## config.mk

```make
export PLATFORM = sky130hd
export DESIGN_NAME = mul_rr_scheduler_flat
export DESIGN_NICKNAME = d
export VERILOG_FILES = /design/src/rtl/mul_rr_scheduler_if.sv /design/src/rtl/mul_rr_scheduler.sv /design/src/flat_wrapper.sv
export SDC_FILE = /design/constraint.sdc
export NUM_CORES = 1
export LEC_CHECK = 0
export ABC_AREA = 1
export BUFFER_PORTS_ARGS = -buffer_cell sky130_fd_sc_hd__buf_2
export CORE_AREA = 2 2 72 74
export DETAILED_ROUTE_END_ITERATION = 6
export DIE_AREA = 0 0 74 76
export PLACE_DENSITY = 0.78
export SETUP_SLACK_MARGIN = 0.05
export SYNTH_ARGS = -nofsm -noshare
export SYNTH_HDL_FRONTEND = slang
export SYNTH_SLANG_ARGS = --single-unit
```

## constraint.sdc

```tcl
create_clock -name clk -period 2.2 [get_ports clk]
set_input_delay 0.33 -clock clk [delete_from_list [all_inputs] [get_ports clk]]
set_output_delay 0.33 -clock clk [all_outputs]
set_load 0.02 [all_outputs]
```

## src/rtl/mul_rr_scheduler_if.sv

```systemverilog
// Request/response bundle between requesters, the scheduler and the shared multiplier_core.
// The slave modport is the scheduler's view; master is the environment driving it.
interface mul_rr_scheduler_if #(
  parameter int N_REQ = 4,
  parameter int W     = 4
);
  localparam int ID_W = $clog2(N_REQ);

  logic [N_REQ-1:0]   req_valid;
  logic [N_REQ*W-1:0] req_a;
  logic [N_REQ*W-1:0] req_b;
  logic [N_REQ-1:0]   req_ready;
  logic [W-1:0]       core_a;
  logic [W-1:0]       core_b;
  logic [2*W-1:0]     core_product;
  logic               rsp_valid;
  logic [2*W-1:0]     rsp_product;
  logic [ID_W-1:0]    rsp_id;
  logic               rsp_ready;
  logic               busy;
  logic [15:0]        op_count;

  modport slave (
    input  req_valid, req_a, req_b, core_product, rsp_ready,
    output req_ready, core_a, core_b, rsp_valid, rsp_product, rsp_id, busy, op_count
  );

  modport master (
    output req_valid, req_a, req_b, core_product, rsp_ready,
    input  req_ready, core_a, core_b, rsp_valid, rsp_product, rsp_id, busy, op_count
  );
endinterface

```

## src/rtl/mul_rr_scheduler.sv

```systemverilog
// Round-robin arbiter sharing one combinational multiplier_core among N_REQ requesters.
// One operation every 3 cycles: IDLE (grant) -> CALC (capture product) -> RESP (handshake).
module mul_rr_scheduler #(
  parameter int N_REQ = 4,
  parameter int W     = 4
) (
  input  logic                clk,
  input  logic                rst,
  mul_rr_scheduler_if.slave   bus
);
  localparam int ID_W = $clog2(N_REQ);

  typedef enum logic [1:0] {
    ST_IDLE = 2'd0,
    ST_CALC = 2'd1,
    ST_RESP = 2'd2
  } state_t;

  state_t             state_r;
  state_t             state_nxt_s;
  logic [W-1:0]       op_a_r;
  logic [W-1:0]       op_b_r;
  logic [ID_W-1:0]    last_grant_r;
  logic [ID_W-1:0]    rsp_id_r;
  logic               rsp_valid_r;
  logic [2*W-1:0]     rsp_product_r;
  logic [15:0]        op_count_r;
  logic [ID_W-1:0]    grant_idx_s;
  logic               grant_found_s;
  logic [N_REQ-1:0]   grant_onehot_s;
  logic               take_s;
  logic               hs_s;

  // Index k positions after base, modulo N_REQ (base < N_REQ, 1 <= k <= N_REQ).
  function automatic logic [ID_W-1:0] rr_idx(input logic [ID_W-1:0] base, input int k);
    int sum;
    sum = int'(base) + k;
    return (sum >= N_REQ) ? ID_W'(sum - N_REQ) : ID_W'(sum);
  endfunction

  // Round-robin search: walk from farthest to nearest so the nearest valid requester wins.
  always_comb begin
    grant_found_s = 1'b0;
    grant_idx_s   = {ID_W{1'b0}};
    for (int k = N_REQ; k >= 1; k--) begin
      grant_idx_s   = bus.req_valid[rr_idx(last_grant_r, k)] ? rr_idx(last_grant_r, k) : grant_idx_s;
      grant_found_s = grant_found_s | bus.req_valid[rr_idx(last_grant_r, k)];
    end
    grant_onehot_s = {{(N_REQ-1){1'b0}}, 1'b1} << grant_idx_s;
  end

  // Next-state and handshake decode.
  always_comb begin
    state_nxt_s = state_r;
    take_s      = 1'b0;
    hs_s        = 1'b0;
    case (state_r)
      ST_IDLE: begin
        if (grant_found_s) begin
          take_s      = 1'b1;
          state_nxt_s = ST_CALC;
        end else begin
          state_nxt_s = ST_IDLE;
        end
      end
      ST_CALC: begin
        state_nxt_s = ST_RESP;
      end
      ST_RESP: begin
        if (rsp_valid_r && bus.rsp_ready) begin
          hs_s        = 1'b1;
          state_nxt_s = ST_IDLE;
        end else begin
          state_nxt_s = ST_RESP;
        end
      end
      default: begin
        state_nxt_s = ST_IDLE;
      end
    endcase
  end

  // State register.
  always_ff @(posedge clk or posedge rst) begin
    if (rst) begin
      state_r <= ST_IDLE;
    end else begin
      state_r <= state_nxt_s;
    end
  end

  // Operand capture and round-robin pointer; last_grant doubles as the owner id of the operation.
  always_ff @(posedge clk or posedge rst) begin
    if (rst) begin
      op_a_r       <= {W{1'b0}};
      op_b_r       <= {W{1'b0}};
      last_grant_r <= ID_W'(N_REQ - 1);
    end else if (take_s) begin
      op_a_r       <= bus.req_a[int'(grant_idx_s)*W +: W];
      op_b_r       <= bus.req_b[int'(grant_idx_s)*W +: W];
      last_grant_r <= grant_idx_s;
    end
  end

  // Response registers: loaded in CALC, held through RESP until accepted.
  always_ff @(posedge clk or posedge rst) begin
    if (rst) begin
      rsp_valid_r   <= 1'b0;
      rsp_product_r <= {(2*W){1'b0}};
      rsp_id_r      <= {ID_W{1'b0}};
    end else if (state_r == ST_CALC) begin
      rsp_valid_r   <= 1'b1;
      rsp_product_r <= bus.core_product;
      rsp_id_r      <= last_grant_r;
    end else if (hs_s) begin
      rsp_valid_r   <= 1'b0;
    end
  end

  // Completed-response counter, wraps naturally at 16 bits.
  always_ff @(posedge clk or posedge rst) begin
    if (rst) begin
      op_count_r <= 16'd0;
    end else if (hs_s) begin
      op_count_r <= op_count_r + 16'd1;
    end
  end

  // The accept strobe must be visible in the grant cycle itself, so it is decoded, and masked during reset.
  assign bus.req_ready   = (take_s && !rst) ? grant_onehot_s : {N_REQ{1'b0}};
  assign bus.core_a      = op_a_r;
  assign bus.core_b      = op_b_r;
  assign bus.rsp_valid   = rsp_valid_r;
  assign bus.rsp_product = rsp_product_r;
  assign bus.rsp_id      = rsp_id_r;
  assign bus.busy        = (state_r != ST_IDLE);
  assign bus.op_count    = op_count_r;
endmodule

```

## src/flat_wrapper.sv

```systemverilog
// flat-port wrapper written by rule: the top's interface ports become plain ports
module mul_rr_scheduler_flat 
#(
  parameter int N_REQ = 4,
  parameter int W     = 4
)
  (clk, rst, bus_req_valid, bus_req_a, bus_req_b, bus_core_product, bus_rsp_ready, bus_req_ready, bus_core_a, bus_core_b, bus_rsp_valid, bus_rsp_product, bus_rsp_id, bus_busy, bus_op_count);
  mul_rr_scheduler_if #(.N_REQ(N_REQ), .W(W)) bus_i ();
  input  logic clk;
  input  logic rst;
  input wire logic [$bits(bus_i.req_valid)-1:0] bus_req_valid;
  input wire logic [$bits(bus_i.req_a)-1:0] bus_req_a;
  input wire logic [$bits(bus_i.req_b)-1:0] bus_req_b;
  input wire logic [$bits(bus_i.core_product)-1:0] bus_core_product;
  input wire logic [$bits(bus_i.rsp_ready)-1:0] bus_rsp_ready;
  output wire logic [$bits(bus_i.req_ready)-1:0] bus_req_ready;
  output wire logic [$bits(bus_i.core_a)-1:0] bus_core_a;
  output wire logic [$bits(bus_i.core_b)-1:0] bus_core_b;
  output wire logic [$bits(bus_i.rsp_valid)-1:0] bus_rsp_valid;
  output wire logic [$bits(bus_i.rsp_product)-1:0] bus_rsp_product;
  output wire logic [$bits(bus_i.rsp_id)-1:0] bus_rsp_id;
  output wire logic [$bits(bus_i.busy)-1:0] bus_busy;
  output wire logic [$bits(bus_i.op_count)-1:0] bus_op_count;
  assign bus_i.req_valid = bus_req_valid;
  assign bus_i.req_a = bus_req_a;
  assign bus_i.req_b = bus_req_b;
  assign bus_i.core_product = bus_core_product;
  assign bus_i.rsp_ready = bus_rsp_ready;
  assign bus_req_ready = bus_i.req_ready;
  assign bus_core_a = bus_i.core_a;
  assign bus_core_b = bus_i.core_b;
  assign bus_rsp_valid = bus_i.rsp_valid;
  assign bus_rsp_product = bus_i.rsp_product;
  assign bus_rsp_id = bus_i.rsp_id;
  assign bus_busy = bus_i.busy;
  assign bus_op_count = bus_i.op_count;
  mul_rr_scheduler #(.N_REQ(N_REQ), .W(W)) u_core (.clk(clk), .rst(rst), .bus(bus_i));
endmodule
```

==> results by group, run 1 <==
Outcome
  • Status: finished with violations
  • Failing checks: setup timing

Timing
  • Total negative slack: -440 ps
  • F_max: 428 MHz
  • Hold Vio Cnt, Final: 0
  • Slew margin rel.: 0.635
  • Final worst slack: -138 ps
  • Slew Viols, Final: 0
  • Setup Viol. Count Final: 4
  • Post-Route Skew: 5.69 ps
  • Actual slew at the worst max-slew pin: 547 ps
  • Final period util: 1.06
  • Hold Slack: 210 ps
  • RSZ-0062 raised after global routing: true
  • Final Critical Period: 2340 ps

Clock network
  • Hold_buf cts: 0
  • Later-pin clock latency in the skew report: 290 ps
  • Clk root buf: clkbuf_8
  • CTS Buf Count: 5
  • Clk pin slew, worst setup/hold paths: 70 ps
  • CTS max path bufs: 2
  • CTS tree: built
  • Clock Sinks: 39
  • H-tree depth: 2

Logic synthesis
  • Simple-gate portion of the synthesized area: 0.356
  • Cells after Synth: 290
  • Top-count cell post-synth: nand2_1
  • Largest cells by area after synthesis: dfrtp_1 (40%), nand2_1 (17%), nand3_1 (7.0%), inv_1 (5.6%), mux2_2 (3.9%)
  • Post-synth EDFFs: 0
  • Yosys reg bits: 39
  • Fraction of registers with async set/reset: 1.00
  • Yosys top cell area share: 0.405
  • Post-synthesis compound-gate area fraction: 0.0164
  • Warnings, synthesis: 0
  • Mux cell area share after synthesis: 0.0394
  • Mapped Area: 2290 µm²
  • Syn Nets: 338
  • Largest family of logic cells by synthesized area: simple AND/OR/NAND/NOR gates
  • Post-Synth XOR/XNOR Area: 0.0536
  • Synth Area in Adders: 0.00547
  • Synth cell types: 32
  • Post-Syn Area per Cell: 7.89 µm²
  • Post-synth top flop: dfrtp_1
  • Area leader, netlist: dfrtp_1
  • Synth cell count leaders: nand2_1 (105), dfrtp_1 (37), inv_1 (34)
  • Sequential share of the synthesized area: 0.428

Routing
  • Drt via density: 4.59
  • M1 wire length: 2090 µm
  • Top Layer Used: met4
  • 1st-iter DRT viols: 52
  • Final WL: 4980 µm
  • Routed len/inst: 10.8 µm
  • Number of remaining DRC errors: 0
  • Met3 Wirelength: 354 µm
  • Met2 WL post-DR: 2480 µm
  • DRT antenna net count: 0
  • Via count: 2106
  • DR pass1 iterations: 4

Floorplanning
  • CORE AREA: 4910 µm²
  • Die Y-Extent: 76 µm
  • Rows: 26
  • Chip width: 74 µm
  • DIE AREA: 5620 µm²
  • Starting Density: 0.466
  • IO Pins: 87

Power and ir drop
  • LEAKAGE: 0.00178 µW
  • Peak supply drop: 1230 µV
  • Sequential Power Share: 0.252
  • Pwr Density: 1510 nW/µm²
  • Clock power share: 0.115
  • Logic pwr share: 0.633
  • Sw Share: 0.476
  • Switching power: 2190 µW
  • Final Total Pwr: 4590 µW
  • Internal Dissipation: 2410 µW

Cells and area
  • N_diodes: 0
  • Area grow syn2layout: 33.2%
  • Layout cell share with drive strength beyond 1: 0.427
  • Nets: 436

Critical path
  • Crit start category: register
  • R2R cell count: 12
  • R2R Path End: u_core.bus.core_a[2]
  • Launching point of the worst reg2reg path: u_core.last_grant_r[0]
  • Type of destination of the critical path: primary output
  • WP data required: 1870 ps
  • Worst Path Arrival: 2010 ps
  • CP Max Fanout: 8
  • Kind of critical path: register to primary output
  • Slack of the worst reg-to-reg path: 230 ps

Placement
  • Hpwl dp: 3750 µm
  • Port Buf Inserts: 86
  • RD Place Congestion: 0.879
  • Pre-CTS setup slack: 132 ps

Global routing
  • Vias in the first global route: 1992
  • GRT Overall Usage: 0.185
  • GRT overflow: 0
  • Initial antenna violation count: 0
  • Pin count of the biggest net entering global routing: 40
  • First-pass GRT wire length: 8390 µm

Flow run
  • Max cap viols: 0

Worst hold path
  • Type of the tightest min-delay check: input port to asynchronous set/reset pin
## per-layer routing
metal  track usage  vias to the layer above
li1              -                     1089
met1         0.219                      933
met2         0.329                       77
met3        0.0489                        7
met4        0.0382                        0
met5             0                        -
## metrics by stage
| step | cell area, µm² | cells | utilization |
|---|---|---|---|
| 6_report | 3050 | 459 | 0.620 |
| 5_1_grt | 3050 | 459 | 0.620 |
| 4_1_cts | 2970 | 457 | 0.604 |
| 3_5_place_dp | 2790 | 444 | 0.567 |
| 3_3_place_gp | 2790 | 444 | 0.567 |
| 2_1_floorplan | 2290 | 290 | - |
## critical path, stage by stage, from the launching register on
cell     delay (ps)
dfstp_2         680
inv_8            70
nand2_1          70
nand2_2          70
nand2_2          80
nand2_1          50
nand4_1          80
nand2_2          90
buf_4           140
nor4_2          200
buf_4           180
## cells in the final DEF, fill, tap and decap left out, drive strengths merged
cell,count
xnor2,5
clkbuf,7
clkinvlp,1
nand3,35
nor4,2
o21ai,5
nor3,1
nor2,9
nand3b,1
dfstp,2
inv,40
a21oi,1
xor2,9
mux2,8
ha,1
nand2,121
buf,100
nand4,2
dfrtp,37
and3,1
and2,1
## how the worst max path moves through the flow
stage	startpoint	endpoint	depth (start not counted)
final	u_core.last_grant_r[0]	bus_req_ready[0]	10
after global routing	u_core.last_grant_r[0]	bus_req_ready[0]	8
after CTS	u_core.last_grant_r[0]	bus_req_ready[2]	9
after detailed placement	u_core.last_grant_r[0]	bus_req_ready[0]	8
after global placement	u_core.last_grant_r[0]	bus_req_ready[2]	8
after floorplan	u_core.last_grant_r[0]	bus_req_ready[0]	9
## final cells by class
cell class	count	area, µm²
inverter	40	160
tap	70	87.6
clock inverter	1	7.51
sequential	39	978
clock buffer	7	96.3
timing repair buffer	100	561
multi-input combinational	202	1160
fill	430	1860
## kinds of logic (layout without fill, tap and decap cells)
group | after synthesis | in the layout
simple gates | 173 | 173
flops | 39 | 39
compound gates | 6 | 6
buf+inv | 49 | 148
xor+xnor | 14 | 14
fa+ha+maj | 1 | 1
mux | 8 | 8
## sequential cells by signal (all words and copies together), names as in the netlist
register                cells
u_core.bus.op_count        16
u_core.bus.rsp_product      8
u_core.bus.core_a           4
u_core.bus.core_b           4
u_core.bus.rsp_id           2
u_core.last_grant_r         2
u_core.state_r              2
u_core.bus.rsp_valid        1
## timing repair
item | in CTS | in global routing
setup endpoints to repair | 4 | 6
buffers inserted | 5 | 2
pin swaps | 7 | 8
resized for setup | 12 | 17
## power groups by stage
stage / combinational (µW) / sequential (µW) / clock [µW]
2_1_floorplan: 1850 / 1380 / 0
3_3_place_gp: 2550 / 1160 / 0
3_5_place_dp: 2600 / 1170 / 0
4_1_cts: 2770 / 1160 / 550
5_1_grt: 3270 / 1190 / 574
6_report: 2910 / 1160 / 526
No activity file was read; power rests on OpenSTA's default activity.
==> run 2, diff against run 1 <==
--- a/config.mk
+++ b/config.mk
@@ -7,10 +7,11 @@
 export LEC_CHECK = 0
 export ABC_AREA = 1
 export BUFFER_PORTS_ARGS = -buffer_cell sky130_fd_sc_hd__buf_2
+export CAP_MARGIN = 20
 export CORE_AREA = 2 2 72 74
 export DETAILED_ROUTE_END_ITERATION = 6
 export DIE_AREA = 0 0 74 76
-export PLACE_DENSITY = 0.78
+export PLACE_DENSITY = 0.86
 export SETUP_SLACK_MARGIN = 0.05
 export SYNTH_ARGS = -nofsm -noshare
 export SYNTH_HDL_FRONTEND = slang
==> run 2 against run 1 <==
The run still ends with setup timing left. Via count up 2.7%. Clock power down 13%. Global-route usage up 0.64 points. Non-clock buffer count up 4. Register-to-register slack worse by 280 ps. Worst setup slack worse by 45 ps. Sequential power about the same. Critical path depth down 2. Final area up 1.2%. Clock skew about the same. Count of clock-buffer cells in the layout down 1. Die area unchanged. Critical path type unchanged. Critical endpoint unchanged. Largest power group unchanged. Highest routed layer unchanged.
==> results by group, run 2 (synthesized netlist as in run 1, its figures left out) <==
Outcome
  • Status: finished with violations
  • Failing checks: setup timing

Cells and area
  • Final instance area: 3080 µm²
  • Layout Cells excl Fill: 463
  • Multi-input logic area: 1160 µm²
  • N_diodes: 0
  • Sequential cell area: 978 µm²
  • Area grow syn2layout: 34.8%
  • Most frequent cells in the layout: nand2_1 (92), buf_2 (83), dfrtp_1 (37)
  • Max reg flops: 16
  • Layout cell share with drive strength beyond 1: 0.443
  • Commonest non-fill, non-tap cell in the layout: nand2_1
  • Nets: 440
  • Fillcell total: 424

Clock network
  • CTS tree: built
  • CTS Buf Count: 5
  • CTS max path bufs: 2
  • Clk root buf: clkbuf_8
  • Clock Sinks: 39
  • Later-pin clock latency in the skew report: 280 ps
  • Hold_buf cts: 0
  • Clk pin slew, worst setup/hold paths: 70 ps
  • H-tree depth: 2

Placement
  • Placed cell count: 444
  • Hpwl dp: 3730 µm
  • Dpl cell area: 2790 µm²
  • RD Place Congestion: 0.805
  • Port Buf Inserts: 86

Timing
  • F_max: 420 MHz
  • Actual slew at the worst max-slew pin: 527 ps
  • Setup Viol. Count Final: 11
  • Slew Viols, Final: 0
  • RSZ-0062 raised after global routing: true
  • Final Critical Period: 2380 ps
  • Post-Route Skew: 5.19 ps
  • Slew margin rel.: 0.648
  • Final period util: 1.08
  • Hold Vio Cnt, Final: 0
  • Hold Slack: 212 ps
  • Final worst slack: -183 ps

Global routing
  • Pin count of the biggest net entering global routing: 40
  • GRT overflow: 0
  • Initial antenna violation count: 0
  • Vias in the first global route: 2036
  • GRT Overall Usage: 0.191
  • First-pass GRT wire length: 8680 µm

Routing
  • Drt via density: 4.67
  • Via count: 2162
  • DR pass1 iterations: 4
  • Routed len/inst: 11.4 µm
  • Number of remaining DRC errors: 0
  • DRT antenna net count: 0
  • Final WL: 5290 µm
  • 1st-iter DRT viols: 48

Power and ir drop
  • LEAKAGE: 0.00181 µW
  • Final Total Pwr: 4870 µW
  • Pwr Density: 1580 nW/µm²
  • Peak supply drop: 854 µV

Worst hold path
  • Type of the tightest min-delay check: input port to asynchronous set/reset pin

Floorplanning
  • Chip width: 74 µm
  • Rows: 26
  • IO Pins: 87
  • DIE AREA: 5620 µm²
  • Starting Density: 0.466
  • CORE AREA: 4910 µm²
  • Die Y-Extent: 76 µm

Critical path
  • WP data required: 1870 ps
  • Top delay family on crit path: flip-flops
  • Critical-path cell list: inv_8 -> nand2_2 -> nand2_1 -> and2_4 -> a21oi_4 -> inv_2 -> nor4_2 -> buf_4
  • Crit. path cell count: 8
  • Slack of the worst reg-to-reg path: -50 ps
  • Type of destination of the critical path: primary output
  • Slowest-stage cell, CP: dfstp_2
  • Crit start category: register
  • Critical Path Sink: bus_req_ready[0]
  • R2R Path End: u_core.bus.core_b[3]
  • R2R cell count: 18
  • Worst path buffer plus inverter count: 3
  • Worst Path Arrival: 2050 ps
  • Launching point of the worst reg2reg path: u_core.last_grant_r[0]
  • CP Max Fanout: 7
  • Kind of critical path: register to primary output
  • Crit path from: u_core.last_grant_r[0]
  • Largest stage delay on the critical path: 650 ps

Flow run
  • Max cap viols: 0
run 2: changes by cell type in the layout (fill, tap and decap cells not counted), sizes merged:
cell    delta
clkinv     +1
buf        +3
run 2: worst min-delay path by stage:
stage	from	end	slack, ps
floorplan	bus_core_product[3]	u_core.bus.rsp_product[3]	480
global placement	u_core.bus.op_count[15]	u_core.bus.op_count[15]	460
detailed placement	u_core.bus.op_count[15]	u_core.bus.op_count[15]	470
CTS	rst	u_core.bus.rsp_product[7]	210
global route	rst	u_core.bus.rsp_product[6]	240
finish	rst	u_core.bus.core_a[2]	210
run 2: through the flow:
step,utilization,TNS [ps],setup slack (ps)
after floorplan,-,0,25.2
after global placement,0.567,0,203
after detailed placement,0.567,0,127
after CTS,0.606,-243,-89.1
after global routing,0.628,-1860,-271
final,0.628,-594,-183
run 2: timing repair:
action | 4_1_cts | 5_1_grt
setup endpoints to repair | 4 | 12
gates resized for setup | 16 | 19
buffers inserted | 8 | 2
pin swaps | 5 | 3
gates cloned | 0 | 1
run 2: worst register-to-register path, cell delays in order (launching register included):
cell	delay, ps
dfstp_2	650
buf_6	140
nand2_2	50
nand2_2	80
nand2_2	70
nand2_2	100
nand2_4	70
nand3_4	70
nand2_4	70
buf_4	130
buf_4	130
buf_6	120
clkbuf_16	150
nand2_1	50
nand2_1	60
nand2_1	60
nand2_1	50
nand2_1	50
nand2_1	40
run 2: layer usage:
layer / track usage / wire length (µm) / share of wire
met1: 0.245 / 2270 / 0.43
met2: 0.325 / 2750 / 0.52
met3: 0.0384 / 226 / 0.043
met4: 0.0491 / 46 / 0.0087
met5: 0 / 0 / 0
run 2: layout make-up:
| cell class | instances | share of cell area |
|---|---|---|
| Multi-Input combinational cell | 202 | 0.376 |
| Sequential cell | 39 | 0.317 |
| Timing Repair Buffer | 104 | 0.199 |
| Inverter | 40 | 0.0519 |
| Tap cell | 70 | 0.0284 |
| Clock buffer | 6 | 0.0235 |
| Clock inverter | 2 | 0.00406 |
run 2: where the power goes:
group          internal [µW]  switching [µW]
Sequential               982             185
Combinational           1350            1890
Clock                    221             237
==> run 3, diff against run 2 <==
--- a/config.mk
+++ b/config.mk
@@ -8,9 +8,11 @@
 export ABC_AREA = 1
 export BUFFER_PORTS_ARGS = -buffer_cell sky130_fd_sc_hd__buf_2
 export CAP_MARGIN = 20
-export CORE_AREA = 2 2 72 74
+export CELL_PAD_IN_SITES_DETAIL_PLACEMENT = 1
+export CELL_PAD_IN_SITES_GLOBAL_PLACEMENT = 2
+export CORE_AREA = 2 2 96 98
 export DETAILED_ROUTE_END_ITERATION = 6
-export DIE_AREA = 0 0 74 76
+export DIE_AREA = 0 0 98 100
 export PLACE_DENSITY = 0.86
 export SETUP_SLACK_MARGIN = 0.05
 export SYNTH_ARGS = -nofsm -noshare
==> run 3 against run 2 <==
The flow still finishes with violations (setup timing). First-iteration DRC count decreased by 19%. Cell count rose by 9.1%. Clock power is 8.5% higher. Flip-flop and latch count stayed put. Register-to-register slack better by 80 ps. Worst hold slack improved by 25 ps. Non-clock buffer count grew 1. Highest routed layer unchanged.
==> results by group, run 3 (synthesized netlist as in run 1, its figures left out) <==
Floorplanning
  • IO Pins: 87
  • Rows: 35
  • Die Y-Extent: 100 µm
  • DIE AREA: 9800 µm²
  • CORE AREA: 8890 µm²
  • Chip width: 98 µm
  • Starting Density: 0.257

Global routing
  • First-pass GRT wire length: 11300 µm
  • Pin count of the biggest net entering global routing: 40
  • Initial antenna violation count: 0
  • GRT overflow: 0
  • Vias in the first global route: 2414
  • GRT Overall Usage: 0.140

Placement
  • Hpwl dp: 4840 µm
  • RD Place Congestion: 0.797
  • Port Buf Inserts: 86
  • Pre-CTS setup slack: 89.2 ps

Timing
  • Setup Viol. Count Final: 4
  • Total negative slack: -655 ps
  • Post-Route Skew: 3.85 ps
  • Hold Slack: 237 ps
  • F_max: 416 MHz
  • RSZ-0062 raised after global routing: true
  • Hold Vio Cnt, Final: 0
  • Final worst slack: -203 ps
  • Slew Viols, Final: 0
  • Slew margin rel.: 0.618
  • Actual slew at the worst max-slew pin: 572 ps
  • Final Critical Period: 2400 ps
  • Final period util: 1.09

Clock network
  • CTS max path bufs: 2
  • Later-pin clock latency in the skew report: 290 ps
  • CTS Buf Count: 5
  • Hold_buf cts: 0
  • Clk root buf: clkbuf_8
  • Clk pin slew, worst setup/hold paths: 80 ps
  • Clock Sinks: 39
  • CTS tree: built
  • H-tree depth: 2

Critical path
  • Launching point of the worst reg2reg path: u_core.last_grant_r[0]
  • R2R cell count: 17
  • Kind of critical path: register to primary output
  • Worst Path Arrival: 2070 ps
  • Slowest-stage cell, CP: dfstp_2
  • CP Max Fanout: 5
  • Crit start category: register
  • Type of destination of the critical path: primary output
  • Slack of the worst reg-to-reg path: 30 ps
  • Largest stage delay on the critical path: 650 ps
  • WP data required: 1870 ps
  • Most used cell, CP: nand2_2
  • Critical-path cell list: buf_6 -> nand2_2 -> nand2_4 -> nand2_2 -> nand2_2 -> nand2_4 -> nand3_4 -> nand2_8 -> nor4_4 -> buf_4
  • R2R Path End: u_core.bus.core_b[2]

Routing
  • Routed len/inst: 13.5 µm
  • 1st-iter DRT viols: 39
  • Drt via density: 4.45
  • Via count: 2245
  • DR pass1 iterations: 4
  • DRT antenna net count: 0
  • Number of remaining DRC errors: 0
  • Final WL: 6810 µm

Cells and area
  • Layout cell share with drive strength beyond 1: 0.449
  • Final core occ: 0.358
  • Max reg flops: 16
  • Area grow syn2layout: 39.0%
  • Commonest non-fill, non-tap cell in the layout: nand2_1
  • Fillcell total: 1111
  • Nets: 442
  • Most frequent cells in the layout: nand2_1 (91), buf_2 (82), dfrtp_1 (37)
  • N_diodes: 0

Outcome
  • Status: finished with violations
  • Failing checks: setup timing

Power and ir drop
  • Pwr Density: 1560 nW/µm²
  • LEAKAGE: 0.00182 µW
  • Final Total Pwr: 4970 µW
  • Peak supply drop: 744 µV

Flow run
  • Max cap viols: 0

Worst hold path
  • Type of the tightest min-delay check: input port to asynchronous set/reset pin
## run 3: worst max path at each step
stage | slack [ps] | cells past startpoint | start | to
after floorplan | 30 | 9 | u_core.last_grant_r[0] | bus_req_ready[0]
after global placement | 170 | 11 | u_core.last_grant_r[0] | bus_req_ready[2]
after detailed placement | 90 | 11 | u_core.last_grant_r[0] | bus_req_ready[2]
after CTS | -120 | 11 | u_core.last_grant_r[0] | bus_req_ready[3]
after global routing | -280 | 9 | u_core.last_grant_r[0] | bus_req_ready[3]
final | -200 | 10 | u_core.last_grant_r[0] | bus_req_ready[2]
## run 3: metrics by stage
step	std cells	instance area (µm²)
2_1_floorplan	290	2290
6_report	505	3180
3_5_place_dp	486	2840
5_1_grt	505	3180
3_3_place_gp	486	2840
4_1_cts	497	3010
## run 3: what timing repair did
item	CTS	global route
gates cloned	0	1
buffers inserted	4	9
endpoints found under the hold margin	0	0
resized for setup	13	27
endpoints found under the setup margin	4	12
pin swaps	2	17
## run 3: power by group
part           switching, µW  total (µW)  internal [µW]
sequential               172        1150            981
combinational           2040        3320           1280
clock                    250         497            246
## run 3: metal layers
metal / wire, µm / global-route usage / vias to the layer above
li1: - / - / 1098
met3: 359 / 0.0251 / 14
met2: 3400 / 0.247 / 81
met4: 176 / 0.0556 / 0
met1: 2880 / 0.168 / 1052
met5: 0 / 0 / -
## run 3: critical path: cells and delay by family (launching register included)
family                 cells  cell delay, ps
and+or+nand+nor            8             790
DFF                        1             650
buffers and inverters      2             330
## run 3: area by class of cell
class,count,area [µm²],share of cell area
tap,111,139,0.0437
clock inverter,1,5.00,0.00157
multi-input combinational,203,1210,0.382
sequential,39,978,0.308
clock buffer,6,82.6,0.0260
timing repair buffer,105,602,0.189
inverter,40,160,0.0504
